<file path="src/rtl/cpu_types_pkg.sv">
// Shared CPU types plus the register-dump controller state encoding.
// REGDUMP_CHECKSUM_EN adds the CSUM state used for the trailing checksum beat.
package cpu_types_pkg;

  typedef logic [31:0] word_t;
  typedef logic [4:0]  regbits_t;

  localparam int unsigned REG_COUNT = 32;

  typedef enum logic [2:0] {
    RD_IDLE    = 3'd0,
    RD_DUMP_LO = 3'd1,
    RD_DUMP_HI = 3'd2,
    RD_LOAD    = 3'd3,
`ifdef REGDUMP_CHECKSUM_EN
    RD_CSUM    = 3'd4,
`endif
    RD_DONE    = 3'd5
  } regdump_state_t;

endpackage

</file>
<file path="src/rtl/register_file_if.sv">
// Register file port bundle; the tb modport is the side that drives selects and writes.
interface register_file_if;
  import cpu_types_pkg::*;

  logic     WEN;
  regbits_t wsel;
  word_t    wdat;
  regbits_t rsel1;
  regbits_t rsel2;
  word_t    rdat1;
  word_t    rdat2;

  modport rf (input WEN, wsel, wdat, rsel1, rsel2, output rdat1, rdat2);
  modport tb (output WEN, wsel, wdat, rsel1, rsel2, input rdat1, rdat2);
endinterface

</file>
<file path="src/rtl/regfile_dump_ctrl.sv">
// Streams the 32-entry register file out (dump) or in (load, r1..r31).
// Define REGDUMP_CHECKSUM_EN to append a wrapping-sum beat to every dump.
module regfile_dump_ctrl
  import cpu_types_pkg::*;
(
  input  logic     CLK,
  input  logic     RST,
  input  logic     dump_start,
  input  logic     load_start,
  output logic     busy,
  output logic     done,
  output logic     out_valid,
  input  logic     out_ready,
  output word_t    out_data,
  output regbits_t out_idx,
  output logic     out_last,
  input  logic     in_valid,
  output logic     in_ready,
  input  word_t    in_data,
  output logic     WEN,
  output regbits_t wsel,
  output word_t    wdat,
  output regbits_t rsel1,
  output regbits_t rsel2,
  input  word_t    rdat1,
  input  word_t    rdat2
);

  localparam logic [3:0] K_LAST   = 4'(REG_COUNT / 2 - 1);
  localparam regbits_t   PTR_LAST = 5'(REG_COUNT - 1);

  register_file_if rfif ();

  regdump_state_t state_q, state_d;
  logic [3:0]     k_q, k_d;
  regbits_t       ptr_q, ptr_d;
  word_t          hold_q, hold_d;
`ifdef REGDUMP_CHECKSUM_EN
  word_t          sum_q, sum_d;
`endif

  assign WEN          = rfif.WEN;
  assign wsel         = rfif.wsel;
  assign wdat         = rfif.wdat;
  assign rsel1        = rfif.rsel1;
  assign rsel2        = rfif.rsel2;
  assign rfif.rdat1   = rdat1;
  assign rfif.rdat2   = rdat2;

  always_ff @(posedge CLK or posedge RST) begin
    if (RST) begin
      state_q <= RD_IDLE;
      k_q     <= '0;
      ptr_q   <= '0;
      hold_q  <= '0;
`ifdef REGDUMP_CHECKSUM_EN
      sum_q   <= '0;
`endif
    end else begin
      state_q <= state_d;
      k_q     <= k_d;
      ptr_q   <= ptr_d;
      hold_q  <= hold_d;
`ifdef REGDUMP_CHECKSUM_EN
      sum_q   <= sum_d;
`endif
    end
  end

  always_comb begin
    state_d    = state_q;
    k_d        = k_q;
    ptr_d      = ptr_q;
    hold_d     = hold_q;
`ifdef REGDUMP_CHECKSUM_EN
    sum_d      = sum_q;
`endif
    busy       = 1'b0;
    done       = 1'b0;
    out_valid  = 1'b0;
    out_data   = '0;
    out_idx    = '0;
    out_last   = 1'b0;
    in_ready   = 1'b0;
    rfif.WEN   = 1'b0;
    rfif.wsel  = '0;
    rfif.wdat  = '0;
    rfif.rsel1 = '0;
    rfif.rsel2 = '0;

    case (state_q)
      RD_IDLE: begin
        if (dump_start) begin
          state_d = RD_DUMP_LO;
          k_d     = '0;
`ifdef REGDUMP_CHECKSUM_EN
          sum_d   = '0;
`endif
        end else if (load_start) begin
          state_d = RD_LOAD;
          ptr_d   = 5'd1;
        end
      end

      // Both read ports fetch a register pair; the odd one waits in hold_q.
      RD_DUMP_LO: begin
        busy       = 1'b1;
        rfif.rsel1 = {k_q, 1'b0};
        rfif.rsel2 = {k_q, 1'b1};
        out_valid  = 1'b1;
        out_data   = rfif.rdat1;
        out_idx    = {k_q, 1'b0};
        if (out_ready) begin
          hold_d  = rfif.rdat2;
`ifdef REGDUMP_CHECKSUM_EN
          sum_d   = sum_q + rfif.rdat1;
`endif
          state_d = RD_DUMP_HI;
        end
      end

      RD_DUMP_HI: begin
        busy      = 1'b1;
        out_valid = 1'b1;
        out_data  = hold_q;
        out_idx   = {k_q, 1'b1};
`ifndef REGDUMP_CHECKSUM_EN
        out_last  = (k_q == K_LAST);
`endif
        if (out_ready) begin
`ifdef REGDUMP_CHECKSUM_EN
          sum_d = sum_q + hold_q;
`endif
          if (k_q == K_LAST) begin
`ifdef REGDUMP_CHECKSUM_EN
            state_d = RD_CSUM;
`else
            state_d = RD_DONE;
`endif
          end else begin
            k_d     = k_q + 4'd1;
            state_d = RD_DUMP_LO;
          end
        end
      end

`ifdef REGDUMP_CHECKSUM_EN
      RD_CSUM: begin
        busy      = 1'b1;
        out_valid = 1'b1;
        out_data  = sum_q;
        out_last  = 1'b1;
        if (out_ready) state_d = RD_DONE;
      end
`endif

      RD_LOAD: begin
        busy      = 1'b1;
        in_ready  = 1'b1;
        rfif.WEN  = in_valid;
        rfif.wsel = ptr_q;
        rfif.wdat = in_data;
        if (in_valid) begin
          ptr_d = ptr_q + 5'd1;
          if (ptr_q == PTR_LAST) state_d = RD_DONE;
        end
      end

      RD_DONE: begin
        done    = 1'b1;
        state_d = RD_IDLE;
      end

      default: state_d = RD_IDLE;
    endcase
  end

endmodule

</file>
<file path="config.mk">
export PLATFORM = sky130hd
export DESIGN_NAME = regfile_dump_ctrl
export DESIGN_NICKNAME = d
export VERILOG_FILES = /design/src/rtl/cpu_types_pkg.sv /design/src/rtl/register_file_if.sv /design/src/rtl/regfile_dump_ctrl.sv
export SDC_FILE = /design/constraint.sdc
export NUM_CORES = 1
export LEC_CHECK = 0
export ABC_AREA = 1
export BUFFER_PORTS_ARGS = -buffer_cell sky130_fd_sc_hd__buf_2
export CAP_MARGIN = 20
export CORE_MARGIN = 3
export CORE_UTILIZATION = 43
export CTS_BUF_LIST = sky130_fd_sc_hd__clkbuf_8
export DETAILED_ROUTE_END_ITERATION = 16
export HOLD_SLACK_MARGIN = 0.08
export PLACE_DENSITY_LB_ADDON = 0.15
export SYNTH_ARGS = -nofsm -noshare
export SYNTH_HDL_FRONTEND = slang
export SYNTH_SLANG_ARGS = --single-unit
</file>
<file path="constraint.sdc">
create_clock -name CLK -period 1.7 [get_ports CLK]
set_input_delay 0.085 -clock CLK [delete_from_list [all_inputs] [get_ports CLK]]
set_output_delay 0.085 -clock CLK [all_outputs]
set_load 0.03 [all_outputs]
</file>
Word level (Yosys, flattened, before mapping)
Cells that the tools add are included.
{"block": "classes", "n_addsub": 2, "mul": 0, "div": 0, "n_lt_le_gt_ge": 0, "n_eq_ne": 15, "shift": 0, "mux": 28, "bitwise_logic": 0, "reduce_logical": 9}
{"operator": "$pmux W32 S2", "count": 1}
{"operator": "$mux W32", "count": 1}
{"operator": "$mux W5", "count": 6}
{"operator": "$mux W3", "count": 7}
{"operator": "$pmux W5 S2", "count": 2}
{"operator": "$ne A2 B2 Y1 const B", "count": 8}
{"operator": "$mux W4", "count": 3}
{"operator": "$pmux W3 S4", "count": 1}
{"operator": "$pmux W4 S2", "count": 1}
{"operator": "$reduce_and A4 Y1", "count": 2}
{"operator": "$eq A3 B2 Y1 const B", "count": 2}
{"operator": "$mux W1", "count": 6}
{"operator": "$add A5 B1 Y5 const B", "count": 1}
{"operator": "$eq A5 B5 Y1 const B", "count": 1}
{"operator": "$reduce_and A5 Y1", "count": 1}
{"operator": "$add A4 B1 Y4 const B", "count": 1}
{"operator": "$eq A4 B4 Y1 const B", "count": 1}
{"operator": "$reduce_bool A2 Y1", "count": 2}
{"operator": "$eq A3 B1 Y1 const B", "count": 1}
{"operator": "$eq A3 B3 Y1 const B", "count": 1}
{"operator": "$logic_not A3 Y1", "count": 1}
{"operator": "$ne A3 B3 Y1 const B", "count": 1}
{"operator": "$reduce_or A3 Y1", "count": 1}
{"operator": "$reduce_and A2 Y1", "count": 1}
{"operator": "$reduce_or A2 Y1", "count": 1}
{"block": "totals", "regBits": 44, "latch_bits": 0, "ramBits": 0, "mem_bits_ro": 0, "inputBits": 102, "output_inout_bits": 90, "word_cells": 58, "mem_count": 0}

Logic depth before layout (Yosys ltp)
{"block": "depth", "ltp_word": 4, "mapped_depth": 9, "depth_no_buf": 9}

Least setup slack after synthesis
No wires, ideal clock.
{"block": "synth_timing", "path_type": "reg2out", "start": "register state_q[0]", "end": "output port out_data[17]", "arrival_ns": 1.592, "setup_slack_ns": 0.023, "path_stages_with_launch": 6, "path_buffers": 2, "path_cell_list": "dfrtp_1 -> buf_4 -> nor2_4 -> nand2_2 -> clkbuf_1 -> o21ai_0"}
{"block": "synth_between", "elab_chain_cells": 2, "word_cells_on_any_way": 3, "classes_between": "2 x eq/ne; 1 x mux"}
{"item": "start: declaration", "line": "regfile_dump_ctrl.sv:34", "source": "regdump_state_t state_q, state_d;"}
{"item": "start signal: assignment", "line": "regfile_dump_ctrl.sv:60", "source": "state_q <= state_d;"}
{"item": "$eq A3 B2 Y1 / $eq A3 B1 Y1 (equally long branches)", "line": "regfile_dump_ctrl.sv:91", "source": "case (state_q)"}
{"item": "$pmux W32 S2 *", "line": "regfile_dump_ctrl.sv:91"}
{"item": "end: declaration", "line": "regfile_dump_ctrl.sv:14", "source": "output word_t out_data,"}
Every way passes the cells marked *; elsewhere a longest branch is shown, timed or not.

Worst setup path in the final report
{"block": "layout_timing", "start": "register state_q[1]", "end": "output port out_data[23]"}
The elaborated chain is that of the path after synthesis.

==> results.txt <==
Final Instance Area: 4340 sq um
GP Congestion: 0.783
Reg-to-reg slack, setup: 0.12 ns
Post-DP HPWL: 6140 um
HP Class: input port to flop
Mux cell area share after synthesis: 0%
First-pass iteration count of the detailed router: 4
Vias per cell: 4.72
M3 GR Usage: 3.84%
Post-synth top area cell: dfrtp_1
Overall power: 7.86 mW
Post-Syn Instances: 393
Global Route Usage Sum: 23.1%
CP max FO: 14
Setup Crit Path Kind: flop to output port
Post-synth EDFFs: 0
Synthesized flop and latch total: 44
Final Hold Vio Count: 0
Die ar.: 7370 sq um
PwrDens: 1810 nW/um^2
Total gr overflow: 0
Post-synth top flop: dfrtp_1
Core Box Area: 6060 sq um
Clock tree buffer depth: 2
RSZ-0062 raised after global routing: yes
Tcrit/Tclk final: 97.7%
Final WL: 9030 um
DP Cell Count: 639
Distinct cells, synth: 28
Final std cells w/o fill: 690
I/O Pins: 192
Worst slew pin tran: 0.578 ns
Final Setup Violations: 0
Compound-Gate Fraction of Synth Area: 13.6%
Status: finished clean
Rows: 28
Post-synthesis average cell area: 6.98 sq um
Sequential area share after synthesis: 40.2%
Synthesis Warnings: 0
Relative slew margins: 61.4%
Setup Total Neg Slack: 0 ns
Root buf cell: clkbuf_8
Leakage power: 2.65 nW
Post-route ant nets: 0
Max-slew violations: 0
Antenna cell count: 0
Starting Density: 45.2%
WP data required: 1.62 ns
Syn_nets: 498
Routed via count: 3257
Largest net degree at the start of global routing: 53
Top cells by area, synth: dfrtp_1, nand2_1, nor2_1
Maximum clock rate: 602 MHz
CTS buffer count: 5
Max IR drop VDD: 1290 uV
Nets: 719
Largest family of logic cells by synthesized area: simple AND/OR/NAND/NOR gates
Busiest layer in global routing: met2
Post-DR wirelength/cell: 13.1 um
Synth top area share: 40.2%
Core Util, Final: 71.6%
Area Growth Syn to Fin: 58.4%
Height of the die: 85.8 um
Post-route DRC: 0
Final worst clock skew: 0.00443 ns
Antenna violations before repair: 0
Max-cap violations: 0
Worst setup EP type: output port
Layout cells sized above 1: 39.0%
Area share of fa/ha/maj cells after synthesis: 1.37%
Grt met2 use: 40.0%
PortBufs: 190
Placed inst area: 3710 sq um
First DRT Iteration DRCs: 151
Async SR Flop Fraction: 100%
Post-Synth XOR/XNOR Area: 0.319%
Worst-Skew Late Latency: 0.29 ns
Routing usage on met1: 29.8%
Vias in the first global route: 2964
H-tree Lvls: 2
Post-Syn Area: 2740 sq um
CTS tree: done
Simple-Gate Fraction of Synth Area: 28.4%
Die Wd: 85.8 um
First-pass GRT wire length: 13800 um
CTS Sinks: 44
Critical Path AT: 1.58 ns
CTS clock-pin slew for the worst setup and hold paths: 0.08 ns
CP startpoint kind: flop
Post-layout min period: 1.66 ns
==> critical path, stage by stage (launching register included) <==
cell     delay, ns
dfrtp_2       0.44
inv_4         0.10
nand3_4       0.12
inv_6         0.12
buf_12        0.15
nand2_1       0.06
o21ai_0       0.09
buf_4         0.20
==> synthesized netlist by cell type, types with 2 or more instances <==
library cell,instances
a21oi_1,11
inv_2,3
dfrtp_1,44
a22o_1,12
buf_6,3
o21ai_1,4
buf_2,7
clkbuf_1,4
ha_1,3
o21ai_0,21
a21oi_2,10
nor2_1,73
nand3_1,24
nand2_1,79
inv_1,70
buf_4,9
nand4_1,4
nor3_1,2
==> cells in the final DEF (no fill, tap or decap), types with 3 or more instances in the layout <==
master         instances
a21oi_1               11
a21oi_2               10
a22o_1                12
buf_12                 4
buf_2                165
buf_4                 33
clkbuf_8               6
dfrtp_1               40
dfrtp_2                4
dlygate4sd3_1         33
ha_1                   3
inv_1                 71
nand2_1               77
nand3_1               24
nand4_1                4
nor2_1                73
o21ai_0                7
o21ai_1               15
o21ai_2                3
==> power breakdown <==
group          switching [mW]  leakage [nW]  internal (mW)
Combinational            3.57          2.08           1.91
Clock                   0.334        0.0538          0.320
Sequential              0.245         0.517           1.48
==> layout make-up <==
type	count	area, sq um
clock buffers	6	82.6
multi-input cells	250	1230
well taps	75	93.8
flip-flops and latches	44	1110
inverters	75	297
fillers	525	1720
clock inverters	2	7.51
repair buffers	238	1530
==> path summary, 6_finish.rpt <==
check | from | endpoint | cells after the start
min in group asynchronous | RST | k_q[2] | 3
worst max-delay path | state_q[1] | out_data[23] | 7
worst min-delay path | in_valid | ptr_q[0] | 4
max in group asynchronous | RST | hold_q[13] | 4
worst max register to register | state_q[1] | hold_q[19] | 6
worst min register to register | hold_q[9] | hold_q[9] | 2
==> what timing repair did <==
action,in CTS,in global routing
resized for setup,20,43
setup buffers,4,5
pin swaps,1,1
endpoints found under the hold margin,51,0
setup endpoints to repair,39,46
cloned,0,1
hold buffers,33,0
==> stage by stage <==
stage	worst slack, ns	hold WS [ns]
CTS	-0.00170	0.112
detailed placement	0.112	0.136
global route	-0.0473	0.148
finish	0.0387	0.114
global placement	0.150	0.127
floorplan	0.0229	0.231
==> cell families after synthesis <==
| group | after synthesis |
|---|---|
| fa+ha+maj | 3 |
| simple gates | 187 |
| xor+xnor | 1 |
| compound gates | 58 |
| other cells | 1 |
| buf+inv | 99 |
| flops | 44 |
==> sequential cells by signal (all words and copies together) (netlist names) <==
register	cells
hold_q	32
ptr_q	5
k_q	4
state_q	3
==> layer usage <==
layer / up-vias / routed length (um)
met2: 115 / 4750
met1: 1488 / 3670
met3: 14 / 471
li1: 1640 / -
met5: - / 0
met4: 0 / 142
Note: power is estimated with default switching activity, not from simulation.
